[src/rtl/db_req_issuer_if.sv]
// Purpose : bundles the tuple input, database request/response and result
//           handshakes of db_req_issuer into one interface.
// Ports   : master = the issuer (accepts tuples, drives db requests and results);
//           slave  = its environment (parser, database, filtering pipeline).
interface db_req_issuer_if #(
  parameter int KEY_SIZE = 96
);
  // parsed tuple from the packet parser
  logic                pkt_valid;
  logic                pkt_ready;
  logic [31:0]         pkt_src_ip;
  logic [31:0]         pkt_dst_ip;
  logic [15:0]         pkt_dst_port;
  logic [3:0]          pkt_op;

  // database request / response
  logic [KEY_SIZE-1:0] db_key;
  logic [3:0]          db_flag;
  logic                db_valid;
  logic                db_ready;
  logic                db_resp_valid;
  logic [3:0]          db_resp_flag;

  // per-request result toward the filtering pipeline
  logic                res_valid;
  logic [KEY_SIZE-1:0] res_key;
  logic [3:0]          res_flag;
  logic                res_timeout;

  modport master (
    input  pkt_valid, pkt_src_ip, pkt_dst_ip, pkt_dst_port, pkt_op,
    output pkt_ready,
    output db_key, db_flag, db_valid,
    input  db_ready, db_resp_valid, db_resp_flag,
    output res_valid, res_key, res_flag, res_timeout
  );

  modport slave (
    output pkt_valid, pkt_src_ip, pkt_dst_ip, pkt_dst_port, pkt_op,
    input  pkt_ready,
    input  db_key, db_flag, db_valid,
    output db_ready, db_resp_valid, db_resp_flag,
    input  res_valid, res_key, res_flag, res_timeout
  );
endinterface

[src/rtl/db_req_issuer.sv]
// Purpose : queues parsed flow tuples, packs each into a 96-bit key and issues
//           one database lookup/update at a time, returning a result per request
//           (database response or timeout). Tuple accepted in cycle N reaches
//           db_valid in N+2; a response in cycle M gives res_valid in M+1.
// Ports   : clk/rst (async active-high), db_init_done, bus (tuple in, db request
//           out, db response in, result out), cnt_req/cnt_timeout/cnt_stray
//           saturating statistics. pkt_ready drops when the tuple queue is full.
module db_req_issuer #(
  parameter int KEY_SIZE   = 96,  // key packing below produces exactly 96 bits
  parameter int FIFO_DEPTH = 4,   // power of 2, >= 2
  parameter int TIMEOUT    = 64   // cycles in S_WAIT before abandoning, >= 2
) (
  input  logic            clk,
  input  logic            rst,
  input  logic            db_init_done,
  db_req_issuer_if.master bus,
  output logic [31:0]     cnt_req,
  output logic [15:0]     cnt_timeout,
  output logic [15:0]     cnt_stray
);

  localparam int AW = $clog2(FIFO_DEPTH);
  localparam int TW = $clog2(TIMEOUT) + 1;
  localparam logic [TW-1:0] TIMER_LAST = TW'(TIMEOUT - 1);

  typedef enum logic [1:0] {
    S_INIT = 2'd0,
    S_IDLE = 2'd1,
    S_WAIT = 2'd2
  } state_t;

  typedef struct packed {
    logic [KEY_SIZE-1:0] key;
    logic [3:0]          op;
  } entry_t;

  // ---------------------------------------------------------------------------
  // Tuple queue: pointers carry an extra wrap bit so full/empty come from a
  // straight pointer compare.
  // ---------------------------------------------------------------------------
  entry_t      mem [FIFO_DEPTH];
  logic [AW:0] wr_ptr;
  logic [AW:0] rd_ptr;
  logic        fifo_full;
  logic        fifo_empty;
  logic        pkt_ready;
  logic        push;
  logic        pop;
  entry_t      head;
  entry_t      new_entry;

  state_t              state;
  logic [TW-1:0]       timer;
  logic                db_valid_q;
  logic [KEY_SIZE-1:0] db_key_q;
  logic [3:0]          db_flag_q;
  logic                res_valid_q;
  logic [KEY_SIZE-1:0] res_key_q;
  logic [3:0]          res_flag_q;
  logic                res_timeout_q;

  assign fifo_empty = (wr_ptr == rd_ptr);
  assign fifo_full  = (wr_ptr[AW] != rd_ptr[AW]) &&
                      (wr_ptr[AW-1:0] == rd_ptr[AW-1:0]);

  // Held low while reset is asserted so the parser cannot push into a queue
  // that is being cleared.
  assign pkt_ready     = !fifo_full && !rst;
  assign bus.pkt_ready = pkt_ready;
  assign push          = bus.pkt_valid && pkt_ready;

  assign new_entry.key = {bus.pkt_src_ip, bus.pkt_dst_ip, bus.pkt_dst_port, 16'h0000};
  assign new_entry.op  = bus.pkt_op;
  assign head          = mem[rd_ptr[AW-1:0]];

  // Issue condition. The !res_valid_q term keeps a new request out of the
  // cycle that reports the previous result, giving 3-cycle db_valid spacing.
  assign pop = (state == S_IDLE) && db_init_done && !fifo_empty &&
               bus.db_ready && !res_valid_q;

  // Storage has no reset; only the pointers define what is valid.
  always_ff @(posedge clk) begin
    if (push) begin
      mem[wr_ptr[AW-1:0]] <= new_entry;
    end
  end

  always_ff @(posedge clk or posedge rst) begin
    if (rst) begin
      wr_ptr <= '0;
    end else if (push) begin
      wr_ptr <= wr_ptr + 1'b1;
    end
  end

  // ---------------------------------------------------------------------------
  // Request FSM with registered outputs. Also owns the queue read pointer.
  // ---------------------------------------------------------------------------
  always_ff @(posedge clk or posedge rst) begin
    if (rst) begin
      state         <= S_INIT;
      rd_ptr        <= '0;
      timer         <= '0;
      db_valid_q    <= 1'b0;
      db_key_q      <= '0;
      db_flag_q     <= '0;
      res_valid_q   <= 1'b0;
      res_key_q     <= '0;
      res_flag_q    <= '0;
      res_timeout_q <= 1'b0;
      cnt_req       <= '0;
      cnt_timeout   <= '0;
      cnt_stray     <= '0;
    end else begin
      // both strobes are single-cycle pulses
      db_valid_q  <= 1'b0;
      res_valid_q <= 1'b0;

      case (state)
        S_INIT: begin
          if (bus.db_resp_valid && (cnt_stray != '1)) begin
            cnt_stray <= cnt_stray + 16'd1;
          end
          if (db_init_done) begin
            state <= S_IDLE;
          end
        end

        S_IDLE: begin
          if (bus.db_resp_valid && (cnt_stray != '1)) begin
            cnt_stray <= cnt_stray + 16'd1;
          end
          if (!db_init_done) begin
            state <= S_INIT;
          end else if (pop) begin
            db_key_q   <= head.key;
            db_flag_q  <= head.op;
            db_valid_q <= 1'b1;
            rd_ptr     <= rd_ptr + 1'b1;
            timer      <= '0;
            state      <= S_WAIT;
            if (cnt_req != '1) begin
              cnt_req <= cnt_req + 32'd1;
            end
          end
        end

        S_WAIT: begin
          timer <= timer + 1'b1;
          // A response arriving on the expiry cycle is still a normal response.
          if (bus.db_resp_valid) begin
            res_valid_q   <= 1'b1;
            res_key_q     <= db_key_q;
            res_flag_q    <= bus.db_resp_flag;
            res_timeout_q <= 1'b0;
            state         <= S_IDLE;
          end else if (timer == TIMER_LAST) begin
            res_valid_q   <= 1'b1;
            res_key_q     <= db_key_q;
            res_flag_q    <= 4'h0;
            res_timeout_q <= 1'b1;
            state         <= S_IDLE;
            if (cnt_timeout != '1) begin
              cnt_timeout <= cnt_timeout + 16'd1;
            end
          end
        end

        default: state <= S_INIT;
      endcase
    end
  end

  assign bus.db_valid    = db_valid_q;
  assign bus.db_key      = db_key_q;
  assign bus.db_flag     = db_flag_q;
  assign bus.res_valid   = res_valid_q;
  assign bus.res_key     = res_key_q;
  assign bus.res_flag    = res_flag_q;
  assign bus.res_timeout = res_timeout_q;

endmodule

[src/flat_wrapper.sv]
// flat-port wrapper written by rule: the top's interface ports become plain ports
module db_req_issuer_flat 
#(
  parameter int KEY_SIZE   = 96,                                               
  parameter int FIFO_DEPTH = 4,                      
  parameter int TIMEOUT    = 64                                              
)
  (clk, rst, db_init_done, cnt_req, cnt_timeout, cnt_stray, bus_pkt_valid, bus_pkt_src_ip, bus_pkt_dst_ip, bus_pkt_dst_port, bus_pkt_op, bus_pkt_ready, bus_db_key, bus_db_flag, bus_db_valid, bus_db_ready, bus_db_resp_valid, bus_db_resp_flag, bus_res_valid, bus_res_key, bus_res_flag, bus_res_timeout);
  db_req_issuer_if #(.KEY_SIZE(KEY_SIZE)) bus_i ();
  input  logic clk;
  input  logic rst;
  input  logic db_init_done;
  output logic [31:0] cnt_req;
  output logic [15:0] cnt_timeout;
  output logic [15:0] cnt_stray;
  input wire logic [$bits(bus_i.pkt_valid)-1:0] bus_pkt_valid;
  input wire logic [$bits(bus_i.pkt_src_ip)-1:0] bus_pkt_src_ip;
  input wire logic [$bits(bus_i.pkt_dst_ip)-1:0] bus_pkt_dst_ip;
  input wire logic [$bits(bus_i.pkt_dst_port)-1:0] bus_pkt_dst_port;
  input wire logic [$bits(bus_i.pkt_op)-1:0] bus_pkt_op;
  output wire logic [$bits(bus_i.pkt_ready)-1:0] bus_pkt_ready;
  output wire logic [$bits(bus_i.db_key)-1:0] bus_db_key;
  output wire logic [$bits(bus_i.db_flag)-1:0] bus_db_flag;
  output wire logic [$bits(bus_i.db_valid)-1:0] bus_db_valid;
  input wire logic [$bits(bus_i.db_ready)-1:0] bus_db_ready;
  input wire logic [$bits(bus_i.db_resp_valid)-1:0] bus_db_resp_valid;
  input wire logic [$bits(bus_i.db_resp_flag)-1:0] bus_db_resp_flag;
  output wire logic [$bits(bus_i.res_valid)-1:0] bus_res_valid;
  output wire logic [$bits(bus_i.res_key)-1:0] bus_res_key;
  output wire logic [$bits(bus_i.res_flag)-1:0] bus_res_flag;
  output wire logic [$bits(bus_i.res_timeout)-1:0] bus_res_timeout;
  assign bus_i.pkt_valid = bus_pkt_valid;
  assign bus_i.pkt_src_ip = bus_pkt_src_ip;
  assign bus_i.pkt_dst_ip = bus_pkt_dst_ip;
  assign bus_i.pkt_dst_port = bus_pkt_dst_port;
  assign bus_i.pkt_op = bus_pkt_op;
  assign bus_pkt_ready = bus_i.pkt_ready;
  assign bus_db_key = bus_i.db_key;
  assign bus_db_flag = bus_i.db_flag;
  assign bus_db_valid = bus_i.db_valid;
  assign bus_i.db_ready = bus_db_ready;
  assign bus_i.db_resp_valid = bus_db_resp_valid;
  assign bus_i.db_resp_flag = bus_db_resp_flag;
  assign bus_res_valid = bus_i.res_valid;
  assign bus_res_key = bus_i.res_key;
  assign bus_res_flag = bus_i.res_flag;
  assign bus_res_timeout = bus_i.res_timeout;
  db_req_issuer #(.KEY_SIZE(KEY_SIZE), .FIFO_DEPTH(FIFO_DEPTH), .TIMEOUT(TIMEOUT)) u_core (.clk(clk), .rst(rst), .db_init_done(db_init_done), .bus(bus_i), .cnt_req(cnt_req), .cnt_timeout(cnt_timeout), .cnt_stray(cnt_stray));
endmodule
[config.mk]
export PLATFORM = sky130hd
export DESIGN_NAME = db_req_issuer_flat
export DESIGN_NICKNAME = d
export VERILOG_FILES = /design/src/rtl/db_req_issuer_if.sv /design/src/rtl/db_req_issuer.sv /design/src/flat_wrapper.sv
export SDC_FILE = /design/constraint.sdc
export NUM_CORES = 1
export LEC_CHECK = 0
export BUFFER_PORTS_ARGS = -buffer_cell sky130_fd_sc_hd__buf_2
export CAP_MARGIN = 20
export CELL_PAD_IN_SITES_DETAIL_PLACEMENT = 1
export CELL_PAD_IN_SITES_GLOBAL_PLACEMENT = 2
export CORE_AREA = 2 2 240 242
export DETAILED_ROUTE_END_ITERATION = 10
export DIE_AREA = 0 0 242 244
export PLACE_DENSITY_LB_ADDON = 0.15
export SYNTH_ARGS = -nofsm -noshare
export SYNTH_HDL_FRONTEND = slang
export SYNTH_SLANG_ARGS = --single-unit
[constraint.sdc]
create_clock -name clk -period 10 [get_ports clk]
set_input_delay 0.5 -clock clk [delete_from_list [all_inputs] [get_ports clk]]
set_output_delay 0.5 -clock clk [all_outputs]
set_load 0.01 [all_outputs]
; After elaboration in Yosys (flattened, before gate mapping)
; Memories as Yosys holds them, arrays and structs flattened. A register that Yosys moved wholly into a read port is not among the register bits.
; Index checks and enable logic that the tools add are counted.
[word_totals]
register_bits = 278
ram_bits = 336
input_bits = 94
output_inout_bits = 268
elab_cells = 81
n_memories = 1
[memory_table]
columns = name, words, word_bits, rd, rd_clocked_by_memory_dff, wr, line_no
row1 = u_core.mem, 4, 84, 1, 1, 1, db_req_issuer.sv:41  ; entry_t mem [FIFO_DEPTH];
[op_classes]
addsub = 6
n_eq_ne = 14
n_mux = 23
bitwise = 1
n_reduce_logical = 23
[ops]
columns = cell, count
row1 = 2-to-1 mux 96 bit, 2
row2 = adder 16 x 1 -> 16 bit (second input constant), 2
row3 = adder 32 x 1 -> 32 bit (second input constant), 1
row4 = != test 16 bit (second input constant), 2
row5 = != test 32 bit (second input constant), 1
row6 = 2-to-1 mux 7 bit, 2
row7 = one-hot mux 7 bit (2 select lines), 1
row8 = 2-to-1 mux 1 bit, 10
row9 = 2-to-1 mux 2 bit, 5
row10 = AND reduction 3 bit, 3
row11 = logical AND 1 bit, 8
row12 = 2-to-1 mux 4 bit, 2
row13 = AND reduction 4 bit, 2
row14 = adder 7 x 1 -> 7 bit (second input constant), 1
row15 = equality test 7 x 6 -> 1 bit (second input constant), 1
row16 = adder 3 x 1 -> 3 bit (second input constant), 2
row17 = != test 3 x 2 -> 1 bit (second input constant), 2
row18 = one-hot mux 2 bit (3 select lines), 1
row19 = zero test 1 bit, 4
row20 = != test 2 bit (second input constant), 2
row21 = AND reduction 2 bit, 2
row22 = nonzero test 2 bit, 2
row23 = equality test 3 bit, 1
row24 = equality test 2 x 1 -> 1 bit (second input constant), 1
row25 = 7 further kinds, 7

; Longest topological paths before layout
; Gate-level depths: netlist of run 1.
[logic_depth]
word_depth = 8
mapped_depth = 10
mapped_depth_nobuf = 7

; Least setup slack after synthesis of run 1
; Ideal clock, no wire load.
[synth_path]
path_type = register -> register
from = register u_core.rd_ptr[1]
to = memory u_core.mem[3][0] in the netlist's numbering (enable)
setup_ns = 0.454
arrival_time_ns = 3.071
t_required_ns = 9.546
slack_ns = 6.475
path_stages_with_launch = 6
n_path_buf = 1
synth_period_minus_slack_ns = 3.525
path_cell_list = dfrtp_1 -> buf_2 -> xor2_2 -> nor3_1 -> nor2_1 -> and3_1
[synth_between]
elab_chain_cells = 7
[synth_rtl]
columns = item, line_no
row1 = "start, declared", db_req_issuer.sv:43  ; logic [AW:0] rd_ptr;
row2 = "start signal, assigned", db_req_issuer.sv:139  ; rd_ptr <= rd_ptr + 1'b1;
row3 = equality test 2 bit, db_req_issuer.sv:64  ; (wr_ptr[AW-1:0] == rd_ptr[AW-1:0]);
row4 = logical AND 1 bit, db_req_issuer.sv:63  ; assign fifo_full = (wr_ptr[AW] != rd_ptr[AW]) &&
row5 = zero test 1 bit, db_req_issuer.sv:68  ; assign pkt_ready = !fifo_full && !rst;
row6 = logical AND 1 bit, db_req_issuer.sv:68
row7 = net bus_pkt_ready, flat_wrapper.sv:21  ; output wire logic [$bits(bus_i.pkt_ready)-1:0] bus_pkt_ready;
row8 = logical AND 1 bit, db_req_issuer.sv:70  ; assign push = bus.pkt_valid && pkt_ready;
row9 = 2-to-1 mux 1 bit, db_req_issuer.sv:83  ; if (push) begin
row10 = 2-to-1 mux 1 bit (implied by the code), db_req_issuer.sv:84  ; mem[wr_ptr[AW-1:0]] <= new_entry;
row11 = "end, declared", db_req_issuer.sv:41
; The timed path passes the listed nets, and every way through them passes these cells.

; Final worst setup path of run 1
[layout_path]
from = register u_core.rd_ptr[0]
to = register u_core.timer[4]
[layout_between]
elab_chain_cells = 7
[layout_rtl]
columns = item, line_no
row1 = equality test 3 bit, db_req_issuer.sv:62  ; assign fifo_empty = (wr_ptr == rd_ptr);
row2 = zero test 1 bit, db_req_issuer.sv:78  ; assign pop = (state == S_IDLE) && db_init_done && !fifo_empty &&
row3 = logical AND 1 bit (2 in series), db_req_issuer.sv:78
row4 = logical AND 1 bit, db_req_issuer.sv:79  ; bus.db_ready && !res_valid_q;
row5 = != test 2 x 1 -> 1 bit (no line), --
row6 = AND reduction 3 bit (no line), --
row7 = "end signal, assigned", db_req_issuer.sv:149  ; timer <= timer + 1'b1;
row8 = "end, declared", db_req_issuer.sv:53  ; logic [TW-1:0] timer;
; No other way between the ends.
; A chain may end at the register's enable or synchronous reset.

==> report_table.html, run 1 <==
<table>
<tr><th>Metric</th><th>Value</th></tr>
<tr><th colspan="2">Pwr</th></tr>
<tr><td>Areal power density over the cells</td><td>around 280 mW/mm2</td></tr>
<tr><td>Power, Total</td><td>7.59 mW</td></tr>
<tr><td>Maximum vdd drop</td><td>about 0.13 mV</td></tr>
<tr><td>Static leakage</td><td>11.1 nW</td></tr>
<tr><th colspan="2">Logic synthesis</th></tr>
<tr><td>Post-Syn Area</td><td>about 0.022 mm2</td></tr>
<tr><td>Number of warnings reported in the yosys synthesis log</td><td>0</td></tr>
<tr><td>Flops &amp; latches, synth</td><td>a little under 600</td></tr>
<tr><td>Cell count after synthesis</td><td>1349</td></tr>
<tr><td>Async set or reset register ratio after synthesis</td><td>between 40% and 50%</td></tr>
<tr><td>Number of synthesized flops with an enable pin</td><td>between 300 and 400</td></tr>
<tr><td>Fraction of the yosys area taken by sequential cells</td><td>around three quarters</td></tr>
<tr><td>Distinct cells, synth</td><td>45</td></tr>
<tr><td>Mean instance size in the synthesized netlist</td><td>16.6 um2</td></tr>
<tr><td>Prevailing post-synth register cell</td><td>edfxtp_1</td></tr>
<tr><th colspan="2">Placed design</th></tr>
<tr><td>IO Port Bufs</td><td>approximately 330</td></tr>
<tr><td>Placed cell count</td><td>~2.4k</td></tr>
<tr><td>Final HPWL DP</td><td>about 34000 um</td></tr>
<tr><td>RD Place Congestion</td><td>0.762</td></tr>
<tr><th colspan="2">GRT</th></tr>
<tr><td>Remaining global-route overflow</td><td>0</td></tr>
<tr><td>GRT Overall Usage</td><td>a little under a fifth</td></tr>
<tr><td>Antenna violations before repair</td><td>16</td></tr>
<tr><td>First-pass GRT wire length</td><td>about 84000 um</td></tr>
<tr><td>Vias in the first global route</td><td>between 10k and 15k</td></tr>
<tr><td>Largest net degree at the start of global routing</td><td>approximately 140</td></tr>
<tr><th colspan="2">Min path</th></tr>
<tr><td>Hold crit path type</td><td>primary input to register</td></tr>
<tr><th colspan="2">Routing</th></tr>
<tr><td>Total wire length</td><td>about 54000 um</td></tr>
<tr><td>Number of detailed-route iterations in the first pass</td><td>6</td></tr>
<tr><td>Detail Route Antenna Nets</td><td>0</td></tr>
<tr><td>Total via count after detailed routing</td><td>roughly 12k</td></tr>
<tr><td>Final routed wire length divided by cell count</td><td>between 20 and 25 um</td></tr>
<tr><td>Vias per inst</td><td>4.95</td></tr>
<tr><td>DRC viols</td><td>0</td></tr>
<tr><td>Drt initial violations</td><td>~650</td></tr>
<tr><th colspan="2">STA</th></tr>
<tr><td>Final Slew Violations</td><td>0</td></tr>
<tr><td>Setup repair after global routing missed its margin</td><td>no</td></tr>
<tr><td>Final setup vio count</td><td>0</td></tr>
<tr><td>Fin. Hold Viols</td><td>0</td></tr>
<tr><td>Max Clock Freq</td><td>approximately 0.24 GHz</td></tr>
<tr><td>Final hold slack</td><td>around 0.12 ns</td></tr>
<tr><td>Worst clock skew</td><td>0.0264 ns</td></tr>
<tr><td>Final critical-path required period</td><td>between 4 and 5 ns</td></tr>
<tr><td>Fin crit share</td><td>between 40% and 50%</td></tr>
<tr><td>Slew margin rel.</td><td>26.6%</td></tr>
<tr><td>Slew @ Worst Pin</td><td>around 1.1 ns</td></tr>
<tr><td>Final total negative setup slack</td><td>0 ns</td></tr>
<tr><th colspan="2">Critical path</th></tr>
<tr><td>Worst Setup Start Kind</td><td>register</td></tr>
<tr><td>Worst Path Arrival</td><td>about 4.6 ns</td></tr>
<tr><td>Critical Path End Type</td><td>register</td></tr>
<tr><td>Crit path launch</td><td>u_core.rd_ptr[0]</td></tr>
<tr><td>Worst flop-to-flop path startpoint</td><td>u_core.rd_ptr[0]</td></tr>
<tr><td>CP max FO</td><td>50</td></tr>
<tr><td>CP endpoint</td><td>u_core.timer[4]</td></tr>
<tr><td>Register-to-Register Path Depth</td><td>9</td></tr>
<tr><td>Data required, critical path</td><td>roughly 10 ns</td></tr>
<tr><td>Destination of the worst register-to-register timing path</td><td>u_core.timer[4]</td></tr>
<tr><td>Worst-case register-to-register setup slack</td><td>approximately 5.9 ns</td></tr>
<tr><td>Kind of critical path</td><td>register to register</td></tr>
<tr><th colspan="2">Floorplan</th></tr>
<tr><td>Number of placement rows</td><td>between 80 and 90</td></tr>
<tr><td>Die ar.</td><td>0.0590 mm2</td></tr>
<tr><td>Boundary pin count</td><td>362</td></tr>
<tr><td>Die Y</td><td>about 240 um</td></tr>
<tr><td>Die extent in x</td><td>242 um</td></tr>
<tr><td>Area inside the core boundary</td><td>between 0.05 and 0.06 mm2</td></tr>
<tr><td>Initial Utilization</td><td>between 30% and 40%</td></tr>
<tr><th colspan="2">Cells and area</th></tr>
<tr><td>Share of the core filled with cells</td><td>a little under half</td></tr>
<tr><td>Area overhead of the layout relative to synthesis</td><td>20.6%</td></tr>
<tr><td>Fin cells</td><td>around 2.5k</td></tr>
<tr><td>Post-layout nets</td><td>1813</td></tr>
<tr><td>Layout fillers</td><td>~5.6k</td></tr>
<tr><td>Share of cells above drive strength 1</td><td>35.4%</td></tr>
<tr><th colspan="2">Flow run</th></tr>
<tr><td>Number of max-cap violations</td><td>0</td></tr>
<tr><th colspan="2">Clock tree</th></tr>
<tr><td>Clock Latency Late Sink</td><td>around 0.60 ns</td></tr>
<tr><td>CTS H-Tree Depth</td><td>3</td></tr>
<tr><td>Number of gates resized after CTS</td><td>0</td></tr>
<tr><td>Clock tree from TritonCTS</td><td>built</td></tr>
<tr><td>Count of buffers added by post-CTS timing repair for setup</td><td>0</td></tr>
<tr><td>Clock sinks</td><td>just under 600</td></tr>
<tr><td>Total CTS buffers</td><td>between 60 and 70</td></tr>
<tr><td>Root buffer cell</td><td>clkbuf_16</td></tr>
<tr><td>Maximum count of clock buffers along a single path</td><td>3</td></tr>
<tr><td>Clock slew at reported path FFs</td><td>about 0.06 ns</td></tr>
<tr><th colspan="2">Outcome</th></tr>
<tr><td>Run status</td><td>completed</td></tr>
</table>
worst min path at each step:
stage                           start                     end  slack, ns  cells after the start
6_report           bus_pkt_src_ip[19]       u_core.mem[1][71]       0.12                      1
5_1_grt             bus_pkt_src_ip[8]       u_core.mem[1][60]       0.08                      1
4_1_cts           bus_pkt_dst_port[8]       u_core.mem[2][12]       0.07                      1
3_5_place_dp   u_core.bus.res_key[46]  u_core.bus.res_key[46]       0.46                      2
3_3_place_gp   u_core.bus.res_key[43]  u_core.bus.res_key[43]       0.45                      2
2_1_floorplan        u_core.wr_ptr[2]        u_core.wr_ptr[2]       0.46                      1
repair_timing:
| item | CTS | global route |
|---|---|---|
| setup endpoints to repair | 0 | 0 |
| hold buffers | 0 | 1 |
| endpoints found under the hold margin | 0 | 33 |
power breakdown:
group | leakage (nW) | internal (mW) | switching, mW
clock | 1.06 | 1.43 | 0.961
sequential | 6.23 | 3.09 | 0.368
combinational | 3.85 | 0.824 | 0.921
worst max-delay path: stages, from the launching register on:
cell and delay [ns]:
dfrtp_4 0.39, buf_4 0.75, xor2_2 0.19, nor2_1 0.06, a2111o_1 0.62, inv_4 0.70
buf_4 0.66, nor2_1 0.25, o21ai_1 0.19, o31ai_1 0.09
final cells by class:
type | count | area (um2) | area share [%]
Tap cell | 756 | 946 | 3.51
Antenna cell | 2 | 5.00 | 0.0186
Clock inverter | 17 | 169 | 0.627
Timing Repair Buffer | 345 | 1790 | 6.64
Multi-Input combinational cell | 701 | 5640 | 20.9
Sequential cell | 586 | 16400 | 60.7
Clock buffer | 102 | 1990 | 7.39
Inverter | 10 | 48.8 | 0.181
state kept, by name, indices dropped and copies added, names as in the netlist, 2 cells and up:
signal	flops
u_core.cnt_req	32
u_core.state	2
u_core.bus.db_flag	4
u_core.bus.res_flag	4
u_core.bus.res_key	80
u_core.wr_ptr	3
u_core.cnt_stray	16
u_core.cnt_timeout	16
u_core.mem	336
u_core.rd_ptr	3
u_core.bus.db_key	80
u_core.timer	7
synthesized netlist by cell type, types with 9 or more instances:
library cell | n | area, um2
edfxtp_1 | 336 | 10100
nand2_1 | 282 | 1060
dfrtp_1 | 250 | 6260
mux2_2 | 84 | 946
mux4_2 | 84 | 1890
xnor2_1 | 51 | 447
buf_4 | 34 | 255
clkbuf_1 | 29 | 109
nand3_1 | 27 | 135
nand4_1 | 25 | 156
nor2_1 | 19 | 71.3
and3_1 | 16 | 100
buf_2 | 16 | 80.1
xor2_1 | 15 | 131
ha_1 | 9 | 113
nor3_1 | 9 | 45.0
cells by family after synthesis:
logic type / Yosys count / share of synthesized area, %
other: 1 / 0.0168
flip-flops: 586 / 73.2
multiplexers: 168 / 12.7
buffers and inverters: 93 / 2.26
AO/OA/AOI/OAI: 26 / 0.767
AND/OR/NAND/NOR: 398 / 7.85
adder cells (fa/ha/maj): 9 / 0.504
XOR/XNOR: 68 / 2.73
metal layers:
metal | share of wire (%) | track usage, %
met4 | 1.9 | 5.12
met1 | 44 | 24.6
met5 | 0.28 | 0
met3 | 5.2 | 4.99
met2 | 49 | 30.6
stage by stage:
| stage | setup slack [ns] | instance area [um2] |
|---|---|---|
| 6_report | 5.90 | 26900 |
| 5_1_grt | 5.45 | 26900 |
| 4_1_cts | 5.77 | 26900 |
| 3_5_place_dp | 5.79 | 24700 |
| 3_3_place_gp | 5.81 | 24700 |
| 2_1_floorplan | 2.63 | 22500 |
cell usage in the layout, fill, tap and decap left out, types with 12 or more instances in the layout:
| cell type | netlist | routed |
|---|---|---|
| edfxtp_1 | 336 | 336 |
| buf_2 | 16 | 329 |
| nand2_1 | 282 | 282 |
| dfrtp_1 | 250 | 248 |
| mux4_2 | 84 | 84 |
| mux2_2 | 84 | 84 |
| clkbuf_16 | 0 | 69 |
| xnor2_1 | 51 | 51 |
| conb_1 | 1 | 32 |
| nand3_1 | 27 | 27 |
| nand4_1 | 25 | 25 |
| nor2_1 | 19 | 19 |
| clkbuf_1 | 29 | 19 |
| xor2_1 | 15 | 15 |
| clkbuf_8 | 0 | 14 |
| buf_4 | 34 | 14 |
| and3_1 | 16 | 12 |
Power figures use the tool's default switching activity.
==> inputs of run 2 (changes only) <==
--- a/config.mk
+++ b/config.mk
@@ -5,13 +5,14 @@
 export SDC_FILE = /design/constraint.sdc
 export NUM_CORES = 1
 export LEC_CHECK = 0
+export ABC_AREA = 1
 export BUFFER_PORTS_ARGS = -buffer_cell sky130_fd_sc_hd__buf_2
 export CAP_MARGIN = 20
 export CELL_PAD_IN_SITES_DETAIL_PLACEMENT = 1
 export CELL_PAD_IN_SITES_GLOBAL_PLACEMENT = 2
-export CORE_AREA = 2 2 240 242
+export CORE_AREA = 2 2 273 275
 export DETAILED_ROUTE_END_ITERATION = 10
-export DIE_AREA = 0 0 242 244
+export DIE_AREA = 0 0 275 277
 export PLACE_DENSITY_LB_ADDON = 0.15
 export SYNTH_ARGS = -nofsm -noshare
 export SYNTH_HDL_FRONTEND = slang
==> constraint.sdc (replaced) <==
create_clock -name clk -period 3.67 [get_ports clk]
set_input_delay 0.1835 -clock clk [delete_from_list [all_inputs] [get_ports clk]]
set_output_delay 0.1835 -clock clk [all_outputs]
set_load 0.01 [all_outputs]
==> run 2 against run 1 <==
  * Setup slack worse by 4.9 ns
  * Sequential power rose to 2.7 times the previous value
  * Synthesized cell count up 65%
  * Core utilization down 7.8 points
  * Non-clock buffer count up 102
  * Largest power group unchanged
  * Highest routed layer unchanged
  * Critical endpoint is now u_core.mem[1][16]
==> report_table.html, run 2 <==
<table>
<tr><th>Metric</th><th>Value</th></tr>
<tr><th colspan="2">Floorplan</th></tr>
<tr><td>Initial Utilization</td><td>between 30 and 40%</td></tr>
<tr><td>Die extent in x</td><td>between 200 and 300 um</td></tr>
<tr><td>Number of placement rows</td><td>100</td></tr>
<tr><td>Boundary pin count</td><td>~360</td></tr>
<tr><td>Area inside the core boundary</td><td>around 0.074 mm2</td></tr>
<tr><td>Die Y</td><td>between 200 and 300 um</td></tr>
<tr><td>Die ar.</td><td>0.0762 mm2</td></tr>
<tr><th colspan="2">GRT</th></tr>
<tr><td>First-pass GRT wire length</td><td>108000 um</td></tr>
<tr><td>GRT Overall Usage</td><td>18.2%</td></tr>
<tr><td>Vias in the first global route</td><td>around 18k</td></tr>
<tr><td>Largest net degree at the start of global routing</td><td>86</td></tr>
<tr><td>Remaining global-route overflow</td><td>0</td></tr>
<tr><td>Antenna violations before repair</td><td>9</td></tr>
<tr><th colspan="2">Placed design</th></tr>
<tr><td>Cell Area, Placed</td><td>0.0264 mm2</td></tr>
<tr><td>Final HPWL DP</td><td>roughly 44000 um</td></tr>
<tr><td>Placed cell count</td><td>around 3.4k</td></tr>
<tr><td>RD Place Congestion</td><td>between 0.7 and 0.8</td></tr>
<tr><td>Minimum setup slack after placement</td><td>between 0.9 and 1 ns</td></tr>
<tr><td>IO Port Bufs</td><td>around 330</td></tr>
<tr><th colspan="2">Routing</th></tr>
<tr><td>DRC viols</td><td>0</td></tr>
<tr><td>Final routed wire length divided by cell count</td><td>~19 um</td></tr>
<tr><td>Drt initial violations</td><td>a little over 900</td></tr>
<tr><td>Total wire length</td><td>69400 um</td></tr>
<tr><td>Vias per inst</td><td>4.68</td></tr>
<tr><td>Total via count after detailed routing</td><td>17.2k</td></tr>
<tr><td>Number of detailed-route iterations in the first pass</td><td>4</td></tr>
<tr><td>Detail Route Antenna Nets</td><td>0</td></tr>
<tr><th colspan="2">Cells and area</th></tr>
<tr><td>Layout fillers</td><td>a little over 8k</td></tr>
<tr><td>Flip-flop count of the largest register after layout</td><td>between 300 and 400</td></tr>
<tr><td>Area overhead of the layout relative to synthesis</td><td>23.0%</td></tr>
<tr><td>Leading cell types in the layout, fill and taps excluded</td><td>646 x nand2_1, 336 x edfxtp_1, 329 x buf_2</td></tr>
<tr><td>Commonest non-fill, non-tap cell in the layout</td><td>nand2_1</td></tr>
<tr><td>Fin cells</td><td>approximately 3.7k</td></tr>
<tr><td>Final std cell area, no fill</td><td>roughly 0.030 mm2</td></tr>
<tr><td>Post-layout nets</td><td>2743</td></tr>
<tr><td>Share of cells above drive strength 1</td><td>between 10% and 20%</td></tr>
<tr><th colspan="2">Logic synthesis</th></tr>
<tr><td>Async set or reset register ratio after synthesis</td><td>between 40% and 50%</td></tr>
<tr><td>Flops &amp; latches, synth</td><td>between 500 and 600</td></tr>
<tr><td>Distinct cells, synth</td><td>35</td></tr>
<tr><td>Number of warnings reported in the yosys synthesis log</td><td>0</td></tr>
<tr><td>Cell count after synthesis</td><td>approximately 2.2k</td></tr>
<tr><td>Top cells by area in the synthesized netlist</td><td>edfxtp_1 42%, dfrtp_1 26%, nand2_1 10%</td></tr>
<tr><td>Area leader, netlist</td><td>edfxtp_1</td></tr>
<tr><td>Most frequent cells after synthesis</td><td>646 x nand2_1, 336 x edfxtp_1, 258 x nor2_1</td></tr>
<tr><td>Cell with the most instances after synthesis</td><td>nand2_1</td></tr>
<tr><td>Mean instance size in the synthesized netlist</td><td>10.8 um2</td></tr>
<tr><td>Number of synthesized flops with an enable pin</td><td>around 340</td></tr>
<tr><td>Post-Syn Area</td><td>~0.024 mm2</td></tr>
<tr><td>Prevailing post-synth register cell</td><td>edfxtp_1</td></tr>
<tr><td>Fraction of the yosys area taken by sequential cells</td><td>68.1%</td></tr>
<tr><td>Top-area cell type share of the netlist area</td><td>approximately 42%</td></tr>
<tr><th colspan="2">STA</th></tr>
<tr><td>Fin crit share</td><td>about 73%</td></tr>
<tr><td>Worst clock skew</td><td>~0.027 ns</td></tr>
<tr><td>Fin. Hold Viols</td><td>0</td></tr>
<tr><td>Slew @ Worst Pin</td><td>1.08 ns</td></tr>
<tr><td>Max Clock Freq</td><td>roughly 0.37 GHz</td></tr>
<tr><td>Final setup vio count</td><td>0</td></tr>
<tr><td>Final Slew Violations</td><td>0</td></tr>
<tr><td>Final critical-path required period</td><td>about 2.7 ns</td></tr>
<tr><td>Smallest setup slack after layout</td><td>0.993 ns</td></tr>
<tr><td>Setup repair after global routing missed its margin</td><td>no</td></tr>
<tr><td>Slew margin rel.</td><td>between 20% and 30%</td></tr>
<tr><th colspan="2">Min path</th></tr>
<tr><td>Start point of the worst min-delay path</td><td>bus_db_ready</td></tr>
<tr><td>Hold crit path type</td><td>primary input to register</td></tr>
<tr><th colspan="2">Critical path</th></tr>
<tr><td>Critical Path End Type</td><td>register</td></tr>
<tr><td>Ordered list of cells on the worst path</td><td>xnor2_2, nand3b_1, nand3_1, nor2_4, buf_4</td></tr>
<tr><td>Kind of critical path</td><td>register to register</td></tr>
<tr><td>Worst Path Arrival</td><td>about 2.9 ns</td></tr>
<tr><td>CP peak stage delay</td><td>0.71 ns</td></tr>
<tr><td>Slowest-stage cell, CP</td><td>buf_4</td></tr>
<tr><td>CP max FO</td><td>between 50 and 60</td></tr>
<tr><td>Worst flop-to-flop path startpoint</td><td>u_core.rd_ptr[0]</td></tr>
<tr><td>Crit path launch</td><td>u_core.rd_ptr[0]</td></tr>
<tr><td>Worst Setup Start Kind</td><td>register</td></tr>
<tr><td>Data required, critical path</td><td>about 3.9 ns</td></tr>
<tr><td>Buffering stage count on the worst path with inverters included</td><td>1</td></tr>
<tr><td>Kind of cell with the highest combined delay on the critical path</td><td>simple AND/OR/NAND/NOR gates</td></tr>
<tr><th colspan="2">Clock tree</th></tr>
<tr><td>CTS H-Tree Depth</td><td>3</td></tr>
<tr><td>Total CTS buffers</td><td>70</td></tr>
<tr><td>Clock slew at reported path FFs</td><td>roughly 0.050 ns</td></tr>
<tr><td>Clock tree from TritonCTS</td><td>built</td></tr>
<tr><td>Maximum count of clock buffers along a single path</td><td>3</td></tr>
<tr><td>Clock sinks</td><td>~600</td></tr>
<tr><td>Clock Latency Late Sink</td><td>about 0.62 ns</td></tr>
<tr><td>Root buffer cell</td><td>clkbuf_16</td></tr>
<tr><th colspan="2">Outcome</th></tr>
<tr><td>Run status</td><td>completed</td></tr>
<tr><th colspan="2">Flow run</th></tr>
<tr><td>Number of max-cap violations</td><td>0</td></tr>
<tr><th colspan="2">Pwr</th></tr>
<tr><td>Areal power density over the cells</td><td>751 mW/mm2</td></tr>
<tr><td>Power, Total</td><td>22.2 mW</td></tr>
<tr><td>Maximum vdd drop</td><td>about 0.43 mV</td></tr>
<tr><td>Static leakage</td><td>~13 nW</td></tr>
</table>
run 2: cell types whose count changed after synthesis, sizes merged, moves of 19 or more:
cell and delta:
inv +89, buf +30, o22ai +85, nor2 +245, nand2 +381, clkbuf +19, mux2 -84, nand4 -19
xnor2 -34, mux4 -84, o21ai +272
run 2: metal layers:
layer	vias to the layer above	track usage (%)	share of wire [%]
li1	8212	-	-
met3	103	3.71	4.3
met1	8551	23.7	44
met5	-	0	0.13
met2	292	30.9	49
met4	14	4.80	2.4
run 2: logic make-up after synthesis:
group           Yosys count  share of synthesized area, %
compound gates          377                          8.56
xor+xnor                 44                          1.64
fa+ha+maj                 9                         0.469
buf+inv                 230                          5.05
flops                   586                          68.1
other cells               1                        0.0156
simple gates            975                          16.2
run 2: worst paths after layout:
check                                         end  slack (ns)  depth (start not counted)
max                             u_core.mem[1][16]        0.99                          5
min                              u_core.rd_ptr[0]        0.18                          5
max reg2reg                     u_core.mem[1][16]        0.99                          5
min reg2reg                u_core.bus.res_flag[2]        0.47                          2
max in group asynchronous  u_core.bus.res_key[34]        1.92                          5
min in group asynchronous         u_core.state[0]        0.45                          4
run 2: final cells by class:
cell class	count	area, um2	share of cell area (%)
Inverter	98	379	1.28
Tap cell	969	1210	4.11
Clock inverter	26	246	0.835
Clock buffer	102	1950	6.61
Sequential cell	586	16400	55.4
Antenna cell	1	2.50	0.00848
Timing Repair Buffer	447	2770	9.39
Multi-Input combinational cell	1437	6600	22.4
run 2: worst min-delay path: cells and delay by family:
kind,cells,cell delay [ns]
AND/OR/NAND/NOR,2,0.26
XOR/XNOR,1,0.09
buffers and inverters,2,0.19
run 2: report_power, final:
part           internal, mW  leakage, nW  switching, mW
logic                  2.03         5.21           4.16
registers              8.45         6.29          0.867
clock network          3.87         1.07           2.79
total                  14.4         12.6           7.82
run 2: through the flow:
| stage | setup TNS, ns | utilization [%] | hold WS, ns |
|---|---|---|---|
| 4_1_cts | 0 | 40.1 | 0.147 |
| 3_3_place_gp | 0 | 35.9 | 0.389 |
| 5_1_grt | 0 | 40.1 | 0.188 |
| 6_report | 0 | 40.1 | 0.182 |
| 2_1_floorplan | -901.15 | - | 0.264 |
| 3_5_place_dp | 0 | 35.9 | 0.401 |
run 2: timing repair:
item | in CTS | in global routing
endpoints found under the hold margin | 478 | 0
hold buffers | 91 | 0
gates resized for setup | 0 | 0
buffers inserted | 0 | 0
